===== src/rtl/subtractor_serial.sv =====
// Serial subtractor: computes a - b - bin one DIGIT-wide slice per clock edge.
// One operation at a time, IDLE -> BUSY -> DONE, valid/ready handshake on both sides.
module subtractor_serial #(
    parameter int WIDTH = 32,
    parameter int DIGIT = 8
) (
    input  logic             clk,
    input  logic             rst_n,
    input  logic             in_valid,
    output logic             in_ready,
    input  logic [WIDTH-1:0] a,
    input  logic [WIDTH-1:0] b,
    input  logic             bin,
    output logic             out_valid,
    input  logic             out_ready,
    output logic [WIDTH-1:0] diff,
    output logic             bout,
    output logic             ovf
);

    localparam int N     = WIDTH / DIGIT;
    localparam int IDX_W = (N > 1) ? $clog2(N) : 1;
    localparam logic [IDX_W-1:0] LAST_IDX = IDX_W'(N - 1);

    typedef enum logic [1:0] {
        IDLE,
        BUSY,
        DONE
    } state_t;

    state_t           state_q;
    logic [WIDTH-1:0] a_q;
    logic [WIDTH-1:0] b_q;
    logic [WIDTH-1:0] diff_q;
    logic [IDX_W-1:0] idx_q;
    logic             borrow_q;
    logic             bout_q;
    logic             ovf_q;

    logic [31:0]      base_d;
    logic [DIGIT-1:0] a_slice_d;
    logic [DIGIT-1:0] b_slice_d;
    logic [DIGIT-1:0] slice_d;
    logic             borrow_d;
    logic             ovf_d;

    // Overflow uses the sign-based form, equivalent to borrow-into-MSB XOR borrow-out;
    // it is only meaningful when the slice being processed holds bit WIDTH-1.
    always_comb begin
        base_d    = 32'(idx_q) * 32'(DIGIT);
        a_slice_d = a_q[base_d +: DIGIT];
        b_slice_d = b_q[base_d +: DIGIT];
        {borrow_d, slice_d} = {1'b0, a_slice_d} - {1'b0, b_slice_d} - {{DIGIT{1'b0}}, borrow_q};
        ovf_d = (a_slice_d[DIGIT-1] ^ b_slice_d[DIGIT-1]) & (slice_d[DIGIT-1] ^ a_slice_d[DIGIT-1]);
    end

    always_ff @(posedge clk or negedge rst_n) begin
        if (!rst_n) begin
            state_q  <= IDLE;
            a_q      <= '0;
            b_q      <= '0;
            diff_q   <= '0;
            idx_q    <= '0;
            borrow_q <= 1'b0;
            bout_q   <= 1'b0;
            ovf_q    <= 1'b0;
        end else begin
            case (state_q)
                IDLE: begin
                    if (in_valid) begin
                        a_q      <= a;
                        b_q      <= b;
                        borrow_q <= bin;
                        idx_q    <= '0;
                        state_q  <= BUSY;
                    end
                end
                BUSY: begin
                    diff_q[base_d +: DIGIT] <= slice_d;
                    borrow_q                <= borrow_d;
                    idx_q                   <= idx_q + IDX_W'(1);
                    if (idx_q == LAST_IDX) begin
                        bout_q  <= borrow_d;
                        ovf_q   <= ovf_d;
                        state_q <= DONE;
                    end
                end
                DONE: begin
                    if (out_ready) begin
                        state_q <= IDLE;
                    end
                end
                default: state_q <= IDLE;
            endcase
        end
    end

    // in_ready is masked while reset is held so nothing is offered during reset.
    assign in_ready  = rst_n && (state_q == IDLE);
    assign out_valid = (state_q == DONE);
    assign diff      = diff_q;
    assign bout      = bout_q;
    assign ovf       = ovf_q;

endmodule


===== config.mk =====
export PLATFORM = sky130hd
export DESIGN_NAME = subtractor_serial
export DESIGN_NICKNAME = d
export VERILOG_FILES = /design/src/rtl/subtractor_serial.sv
export SDC_FILE = /design/constraint.sdc
export NUM_CORES = 1
export LEC_CHECK = 0
export ABC_CLOCK_PERIOD_IN_PS = 12840
export BUFFER_PORTS_ARGS = -buffer_cell sky130_fd_sc_hd__buf_2
export CAP_MARGIN = 5
export CELL_PAD_IN_SITES_DETAIL_PLACEMENT = 1
export CELL_PAD_IN_SITES_GLOBAL_PLACEMENT = 2
export CORE_UTILIZATION = 40
export CTS_BUF_LIST = sky130_fd_sc_hd__clkbuf_4 sky130_fd_sc_hd__clkbuf_8 sky130_fd_sc_hd__clkbuf_16
export DETAILED_ROUTE_END_ITERATION = 7
export GPL_TIMING_DRIVEN = 0
export PLACE_DENSITY_LB_ADDON = 0.1
export SYNTH_ARGS = -nofsm -noshare
export SYNTH_HDL_FRONTEND = slang
export SYNTH_SLANG_ARGS = --single-unit
export TNS_END_PERCENT = 30

===== constraint.sdc =====
create_clock -name clk -period 12.84 [get_ports clk]
set_clock_uncertainty 0.15 [all_clocks]
set_input_delay 1.926 -clock clk [delete_from_list [all_inputs] [get_ports clk]]
set_output_delay 1.926 -clock clk [all_outputs]
set_load 0.05 [all_outputs]

==> key figures, run 1 <==
Outcome
  – Status: finished, violations left
  – Failing checks: design-rule violations

Finish
  – Nets: about 550
  – Layout cells sized above 1: 0.457
  – Most common cell after layout, fill and taps aside: buf_2
  – Diodes inserted: 0
  – Most frequent cells in the layout: buf_2, dfrtp_1, mux2_2, inv_1, a22o_1
  – Reg area: ~2600 um^2
  – Area growth syn-to-layout: 21.3%
  – Layout filler cell count: approximately 1.2k
  – Area of the multi-input gates: between 2000 and 2500 um^2

Die
  – I/O pin total: 105
  – FP Rows: 39
  – Die area: 12400 um^2
  – Die W: 112 um
  – Die Ht: about 110 um
  – CORE AREA: 11600 um^2
  – Starting density of the core: 0.415

Placed design
  – Detail Placement HPWL: 8420 um
  – IO buf count: 104
  – Routability cong.: 0.781

Timing
  – Worst relative slew slack: 0.346
  – Setup TNS Final: 0 ns
  – # setup viols final: 0
  – Final Cycle Share: 0.416
  – Post-layout min period: 5.34 ns
  – Slew Viols, Final: 0
  – Smallest hold slack: 0.330 ns
  – Final Hold Vio Count: 0
  – RSZ-0062 raised after global routing: no
  – Worst Tran Pin Value: 0.979 ns
  – Max Clk Rate: roughly 0.19 GHz

Min path
  – Hold Path Stages: 2
  – Hold_sp: bout$_DFFE_PN0P_
  – Worst hold path endpoint: bout$_DFFE_PN0P_
  – Kind of path behind the tightest hold check: flip-flop to flip-flop

Logic synthesis
  – Avg Inst Size Synth: 14.0 um^2
  – Distinct cell type count after synthesis: 41
  – Flops & latches, synth: 103
  – Cells after Synth: 342
  – Seq/Total Area, Yosys: 0.537
  – Post-synthesis cell area: 4800 um^2
  – Syn nets: 431
  – Warnings, synthesis: 0

Detailed routing
  – Vias/cell: a little over 5
  – Post-Route WL: between 10000 and 15000 um
  – Via count: 3142
  – DR pass1 iterations: 6
  – Remaining DRCs: 5
  – Drt initial violations: 101
  – Drt wl/cell: 18.6 um
  – Final ANT Viol Nets: 0

Setup path
  – Worst setup path class: input port to primary output
  – CP endpoint kind: primary output
  – Worst R2R End: ovf$_DFFE_PN0P_
  – Reg2Reg Depth: 12
  – R2R Setup Slk: 8.03 ns
  – Worst Path Arrival: 3.26 ns
  – FF-to-FF Start: idx_q[0]$_DFFE_PN0P_
  – Critical path required time: 10.76 ns
  – CP Max Fanout: 57
  – CP startpoint kind: input port

Clock tree
  – CTS tree: built
  – Clock Sinks: approximately 100
  – Cts repair resizes: 0
  – Number of CTS-inserted buffers: 9
  – Maximum root-to-sink buffer count: 2
  – Root Driver: clkbuf_16
  – Setup Buffers After CTS: 0
  – Clock Latency Late Sink: between 0.3 and 0.4 ns
  – H-tree depth: 3
  – Hold Buf Count CTS: 0
  – Clock slew at reported path FFs: 0.07 ns

GRT
  – GRT Total Usage: 0.201
  – Antenna violations before repair: 0
  – Vias in the first global route: around 3.5k
  – Gr ovfl total: 0
  – First-pass GRT wire length: about 19000 um
  – Largest net degree at the start of global routing: 58

Job
  – Max Cap Violations: 0
-- metrics by stage --
step,cells,cell area [um^2],util,worst slack (ns)
after floorplan,342,4800,-,7.69
after global placement,589,5500,0.475,6.47
after detailed placement,590,5530,0.478,7.42
after CTS,605,5820,0.503,7.41
after global routing,605,5820,0.503,7.33
final,605,5820,0.503,7.50
-- cell type report --
cell class                      instances  share of cell area
Multi-Input combinational cell        196               0.352
Inverter                               31              0.0200
Buffer                                 12             0.00946
Clock inverter                          5              0.0101
Timing Repair Buffer                  105              0.0946
Tap cell                              143              0.0308
Clock buffer                           10              0.0400
Sequential cell                       103               0.443
-- state kept, by name, indices dropped and copies added (netlist names) --
name      count
a_q          32
diff         32
ovf           1
idx_q         2
borrow_q      1
state_q       2
bout          1
b_q          32
-- worst max-delay path by stage --
stage          slack (ns)  cells past startpoint  start        to
3_3_place_gp         6.47                      3  rst_n  in_ready
5_1_grt              7.33                      4  rst_n  in_ready
4_1_cts              7.41                      4  rst_n  in_ready
6_report             7.50                      4  rst_n  in_ready
2_1_floorplan        7.69                      1  rst_n  in_ready
3_5_place_dp         7.42                      4  rst_n  in_ready
-- cells by family (layout without fill, tap and decap cells) --
family	Yosys count	after routing	synth area share
AO/OA/AOI/OAI	52	52	0.0887
XOR/XNOR	6	6	0.0110
adder cells (fa/ha/maj)	20	20	0.0553
buffers and inverters	43	163	0.0357
flip-flops	103	103	0.537
multiplexers	81	81	0.226
AND/OR/NAND/NOR	37	37	0.0462
-- cell usage after synthesis, drive strengths merged --
master | number | area share
nor2b | 4 | 0.0052
o21a | 1 | 0.0016
and3 | 1 | 0.0013
nor4 | 1 | 0.0026
buf | 4 | 0.0052
o21bai | 2 | 0.0031
or3 | 1 | 0.0013
nand3b | 1 | 0.0016
mux2 | 65 | 0.15
o211ai | 2 | 0.0060
dfrtp | 103 | 0.54
nand2b | 3 | 0.0039
clkbuf | 8 | 0.0063
nor3 | 1 | 0.0010
nor2 | 4 | 0.0031
fa | 2 | 0.0083
a22o | 28 | 0.051
o2111ai | 1 | 0.0018
a2111oi | 1 | 0.0018
ha | 18 | 0.047
nor3b | 2 | 0.0031
nor4b | 4 | 0.011
o21ai | 7 | 0.0073
inv | 31 | 0.024
mux4 | 15 | 0.070
a21oi | 6 | 0.0070
nand2 | 15 | 0.012
xor2 | 1 | 0.0018
a211oi | 1 | 0.0016
a311oi | 1 | 0.0031
mux2i | 1 | 0.0021
o31ai | 2 | 0.0042
xnor2 | 5 | 0.0091
-- worst max-delay path: stages --
cell	delay [ns]
buf_4	0.48
buf_16	0.33
nor3b_1	0.21
buf_2	0.29
-- routing by layer --
metal  wire (um)  vias to the layer above  GRT usage
met4         229                        0     0.0676
li1            -                     1462          -
met2        5590                       72      0.349
met1        5010                     1592      0.250
met5           0                        -          0
met3         401                       16     0.0414
Power of run 1 is left out: the tool's default activity adds up to more than one toggle a clock period on the data nets, which glitch-free logic cannot reach.
==> run 2, diff against run 1 <==
--- a/config.mk
+++ b/config.mk
@@ -5,12 +5,12 @@
 export SDC_FILE = /design/constraint.sdc
 export NUM_CORES = 1
 export LEC_CHECK = 0
-export ABC_CLOCK_PERIOD_IN_PS = 12840
+export ABC_CLOCK_PERIOD_IN_PS = 4330
 export BUFFER_PORTS_ARGS = -buffer_cell sky130_fd_sc_hd__buf_2
 export CAP_MARGIN = 5
 export CELL_PAD_IN_SITES_DETAIL_PLACEMENT = 1
 export CELL_PAD_IN_SITES_GLOBAL_PLACEMENT = 2
-export CORE_UTILIZATION = 40
+export CORE_UTILIZATION = 33
 export CTS_BUF_LIST = sky130_fd_sc_hd__clkbuf_4 sky130_fd_sc_hd__clkbuf_8 sky130_fd_sc_hd__clkbuf_16
 export DETAILED_ROUTE_END_ITERATION = 7
 export GPL_TIMING_DRIVEN = 0
==> constraint.sdc (replaced) <==
create_clock -name clk -period 4.33 [get_ports clk]
set_clock_uncertainty 0.15 [all_clocks]
set_input_delay 0.6495 -clock clk [delete_from_list [all_inputs] [get_ports clk]]
set_output_delay 0.6495 -clock clk [all_outputs]
set_load 0.05 [all_outputs]
==> key figures, run 2 (synthesis gave the netlist of run 1 again) <==
Outcome
  – Status: complete, no violations

Timing
  – Worst relative slew slack: 0.314
  – Worst Tran Pin Value: ~1.0 ns
  – Setup TNS Final: 0 ns
  – Slew Viols, Final: 0
  – Post-layout min period: around 4 ns
  – Max Clk Rate: 0.249 GHz
  – Final Hold Vio Count: 0
  – Worst setup margin: roughly 0.32 ns
  – Smallest hold slack: between 0.1 and 0.15 ns
  – # setup viols final: 0
  – RSZ-0062 raised after global routing: no
  – Final Cycle Share: 0.927

Clock tree
  – Maximum root-to-sink buffer count: 2
  – H-tree depth: 3
  – Clock Latency Late Sink: 0.35 ns
  – Root Driver: clkbuf_16
  – Clock Sinks: 103
  – CTS tree: built
  – Number of CTS-inserted buffers: 9
  – Clock slew at reported path FFs: 0.07 ns
  – Setup Buffers After CTS: 0

Finish
  – Diodes inserted: 0
  – Nets: 546
  – Layout filler cell count: 1500
  – Area growth syn-to-layout: 22.4%
  – Most frequent cells in the layout: buf_2, dfrtp_1, mux2_2, inv_1, a22o_1
  – Layout cells sized above 1: 0.458
  – Most common cell after layout, fill and taps aside: buf_2

GRT
  – Largest net degree at the start of global routing: 62
  – Gr ovfl total: 0
  – Antenna violations before repair: 0
  – First-pass GRT wire length: 19300 um
  – GRT Total Usage: 0.178
  – Vias in the first global route: 3475

Setup path
  – CP cell instances: buf_6 -> clkbuf_1 -> mux4_2 -> ha_1 -> inv_1 -> ha_1 -> a21oi_1 -> nor3_1 -> a2111oi_1 -> o211ai_4 -> xnor2_1 -> o31ai_2
  – Reg2Reg Depth: 12
  – CP startpoint kind: flip-flop
  – CP dominant cell by count: ha_1
  – CP max stage delay: 0.61 ns
  – CP endpoint kind: flip-flop
  – Worst setup path class: flip-flop to flip-flop
  – Worst Path Arrival: roughly 4.1 ns
  – Crit-path slowest cell: a2111oi_1
  – Critical path required time: 4.45 ns
  – CP Max Fanout: 10

Die
  – Die W: 123 um
  – Die Ht: 123 um
  – Die area: 15000 um^2
  – CORE AREA: between 10000 and 15000 um^2
  – Starting density of the core: 0.342
  – I/O pin total: 105
  – FP Rows: 43

Job
  – Max Cap Violations: 0

Detailed routing
  – Via count: about 3.2k
  – Post-Route WL: roughly 12000 um
  – Remaining DRCs: 0
  – Drt wl/cell: 18.3 um
  – Vias/cell: a little under 5
  – DR pass1 iterations: 4
  – Drt initial violations: 94
  – Final ANT Viol Nets: 0

Placed design
  – Routability cong.: approximately 0.76
  – Pre-CTS WS: -0.632 ns
  – Detail Placement HPWL: 8710 um
  – IO buf count: 104

Min path
  – Kind of path behind the tightest hold check: input port to async pin
## run 2: cell type report
type	instances	area (um^2)	share of cell area
multi-input cells	196	2050	0.349
plain buffers	11	53.8	0.00916
flip-flops and latches	103	2580	0.439
inverters	31	116	0.0198
clock inverters	5	58.8	0.0100
well taps	180	225	0.0384
repair buffers	105	551	0.0938
clock buffers	10	239	0.0407
## run 2: worst max-delay path: cells and delay by family, from the launching register on
family | cells | cell delay, ns
xor gates and xnor gates | 1 | 0.19
DFF | 1 | 0.42
adders and majority gates | 2 | 0.64
buffers and inverters | 3 | 0.79
and+or+nand+nor | 1 | 0.07
AOI/OAI and AO/OA | 4 | 1.23
muxes | 1 | 0.43
## run 2: routing by layer
| metal | global-route usage | up-vias | share of wire |
|---|---|---|---|
| met4 | 0.0595 | 0 | 0.014 |
| met1 | 0.228 | 1604 | 0.45 |
| met2 | 0.292 | 70 | 0.49 |
| met5 | 0 | - | 0 |
| li1 | - | 1468 | - |
| met3 | 0.0437 | 10 | 0.042 |
## run 2: through the flow
stage                util  instance area (um^2)  instances
floorplan               -                  4800        342
global placement    0.395                  5540        626
detailed placement  0.397                  5570        627
CTS                 0.418                  5880        642
global route        0.418                  5870        641
finish              0.418                  5870        641
## run 2: path summary, 6_finish.rpt
kind	slack, ns	start	end
min in group clk	0.33	out_ready	state_q[1]$_DFFE_PN0P_
worst min register to register	0.34	bout$_DFFE_PN0P_	bout$_DFFE_PN0P_
worst min-delay path	0.14	rst_n	state_q[1]$_DFFE_PN0P_
max in group asynchronous	3.19	rst_n	a_q[0]$_DFFE_PN0P_
worst max-delay path	0.32	idx_q[1]$_DFFE_PN0P_	ovf$_DFFE_PN0P_
worst max register to register	0.32	idx_q[1]$_DFFE_PN0P_	ovf$_DFFE_PN0P_
## run 2: repair_timing
| action | in CTS | in global routing |
|---|---|---|
| endpoints found under the setup margin | 23 | 11 |
| gates resized for setup | 6 | 0 |
| hold buffers | 0 | 0 |
Power of run 2 is left out for the same reason.
==> run 3, diff against run 2 <==
--- a/config.mk
+++ b/config.mk
@@ -5,12 +5,13 @@
 export SDC_FILE = /design/constraint.sdc
 export NUM_CORES = 1
 export LEC_CHECK = 0
-export ABC_CLOCK_PERIOD_IN_PS = 4330
+export ABC_CLOCK_PERIOD_IN_PS = 3850
 export BUFFER_PORTS_ARGS = -buffer_cell sky130_fd_sc_hd__buf_2
 export CAP_MARGIN = 5
 export CELL_PAD_IN_SITES_DETAIL_PLACEMENT = 1
 export CELL_PAD_IN_SITES_GLOBAL_PLACEMENT = 2
-export CORE_UTILIZATION = 33
+export CORE_ASPECT_RATIO = 0.8
+export CORE_UTILIZATION = 37
 export CTS_BUF_LIST = sky130_fd_sc_hd__clkbuf_4 sky130_fd_sc_hd__clkbuf_8 sky130_fd_sc_hd__clkbuf_16
 export DETAILED_ROUTE_END_ITERATION = 7
 export GPL_TIMING_DRIVEN = 0
==> constraint.sdc (replaced) <==
create_clock -name clk -period 3.85 [get_ports clk]
set_clock_uncertainty 0.15 [all_clocks]
set_input_delay 0.5775 -clock clk [delete_from_list [all_inputs] [get_ports clk]]
set_output_delay 0.5775 -clock clk [all_outputs]
set_load 0.05 [all_outputs]
==> key figures, run 3 (synthesis gave the netlist of run 1 again) <==
Finish
  – Layout cells sized above 1: 0.470
  – Area growth syn-to-layout: 23.6%
  – Area of the multi-input gates: ~2100 um^2
  – Nets: 547
  – Diodes inserted: 0
  – Most common cell after layout, fill and taps aside: buf_2
  – Most frequent cells in the layout: buf_2, dfrtp_1, mux2_2, inv_1, a22o_1
  – Layout filler cell count: roughly 1.3k
  – Reg area: 2580 um^2

Timing
  – Final Hold Vio Count: 0
  – RSZ-0062 raised after global routing: no
  – Worst Tran Pin Value: 0.981 ns
  – Post-layout min period: 3.58 ns
  – Worst relative slew slack: 0.341
  – # setup viols final: 0
  – Final Cycle Share: 0.929
  – Slew Viols, Final: 0
  – Smallest hold slack: 0.0644 ns
  – Max Clk Rate: about 0.28 GHz

Setup path
  – CP startpoint kind: flip-flop
  – FF-to-FF Start: idx_q[0]$_DFFE_PN0P_
  – Critical path required time: just under 4 ns
  – CP Max Fanout: 19
  – Worst R2R End: bout$_DFFE_PN0P_
  – R2R Setup Slk: 0.27 ns
  – Reg2Reg Depth: 11
  – Worst setup path class: flip-flop to flip-flop
  – CP endpoint kind: flip-flop
  – Worst Path Arrival: 3.64 ns

Min path
  – Kind of path behind the tightest hold check: input port to async pin

Clock tree
  – Clock slew at reported path FFs: 0.07 ns
  – Number of CTS-inserted buffers: 9
  – Clock Sinks: around 100
  – Maximum root-to-sink buffer count: 2
  – Hold Buf Count CTS: 0
  – H-tree depth: 3
  – Clock Latency Late Sink: 0.34 ns
  – CTS tree: built
  – Root Driver: clkbuf_16

Die
  – Die area: ~13000 um^2
  – Die W: approximately 130 um
  – FP Rows: 36
  – I/O pin total: 105
  – Starting density of the core: 0.387
  – Die Ht: 104 um
  – CORE AREA: roughly 12000 um^2

Detailed routing
  – Drt initial violations: 87
  – Via count: 3187
  – Remaining DRCs: 0
  – DR pass1 iterations: 4
  – Final ANT Viol Nets: 0
  – Vias/cell: 5.03
  – Post-Route WL: ~12000 um
  – Drt wl/cell: 18.4 um

Outcome
  – Status: complete, no violations

GRT
  – Largest net degree at the start of global routing: 66
  – GRT Total Usage: 0.189
  – Antenna violations before repair: 0
  – Gr ovfl total: 0
  – First-pass GRT wire length: ~19000 um
  – Vias in the first global route: 3395

Placed design
  – IO buf count: 104
  – Routability cong.: 0.729
  – Detail Placement HPWL: 8830 um

Job
  – Max Cap Violations: 0
-- run 3: cell types whose count changed in the layout (fill, tap and decap cells not counted), sizes merged --
| cell | previous run | this run |
|---|---|---|
| buf | 108 | 110 |
| bufinv | 1 | 3 |
| clkbuf | 18 | 16 |
| clkinvlp | 2 | 0 |
| inv | 31 | 32 |
-- run 3: final cells by class --
cell class                      count  share of cell area
Tap cell                          171              0.0361
Multi-Input combinational cell    196               0.348
Inverter                           31              0.0196
Clock buffer                        9              0.0380
Buffer                             10             0.00971
Timing Repair Buffer              107              0.0954
Sequential cell                   103               0.435
Clock inverter                      6              0.0184
-- run 3: per-layer routing --
| layer | share of wire | GRT usage | vias up | routed length (um) |
|---|---|---|---|---|
| met3 | 0.032 | 0.0377 | 11 | 372 |
| met5 | 0 | 0 | - | 0 |
| met1 | 0.51 | 0.277 | 1633 | 5920 |
| met2 | 0.45 | 0.286 | 70 | 5240 |
| met4 | 0.0091 | 0.0429 | 0 | 106 |
| li1 | - | - | 1473 | - |
-- run 3: repair_timing --
action / in CTS / in global routing
cloned: 0 / 0
setup buffers: 0 / 2
resized for setup: 6 / 4
setup endpoints to repair: 19 / 15
pin swaps: 0 / 1
-- run 3: worst max-delay path by stage --
stage,startpoint,cells past startpoint,to,slack (ns)
global route,idx_q[0]$_DFFE_PN0P_,11,borrow_q$_DFFE_PN0P_,0.03
finish,idx_q[0]$_DFFE_PN0P_,11,bout$_DFFE_PN0P_,0.27
CTS,idx_q[0]$_DFFE_PN0P_,12,borrow_q$_DFFE_PN0P_,0.003
global placement,idx_q[0]$_DFFE_PN0P_,11,ovf$_DFFE_PN0P_,-0.50
detailed placement,idx_q[0]$_DFFE_PN0P_,12,ovf$_DFFE_PN0P_,-0.58
floorplan,idx_q[0]$_DFFE_PN0P_,11,ovf$_DFFE_PN0P_,0.05
-- run 3: metrics by stage --
stage	cell area [um^2]	setup TNS, ns	util	instances	worst slack (ns)
2_1_floorplan	4800	0	-	342	0.0514
3_3_place_gp	5530	-5.47	0.447	617	-0.503
3_5_place_dp	5560	-6.07	0.449	618	-0.578
4_1_cts	5910	0	0.477	632	0.00266
5_1_grt	5930	0	0.479	633	0.0277
6_report	5930	0	0.479	633	0.274
-- run 3: worst max-delay path, stage by stage, from the launching register on --
cell and delay, ns:
dfrtp_2 0.46, buf_8 0.26, mux4_2 0.54, fa_1 0.43, fa_1 0.45, nand2b_1 0.19, a21oi_2 0.19, o21bai_1 0.10
a21oi_2 0.20, o211ai_1 0.14, xor2_1 0.24, o21ai_0 0.10
Power of run 3 is left out for the same reason.
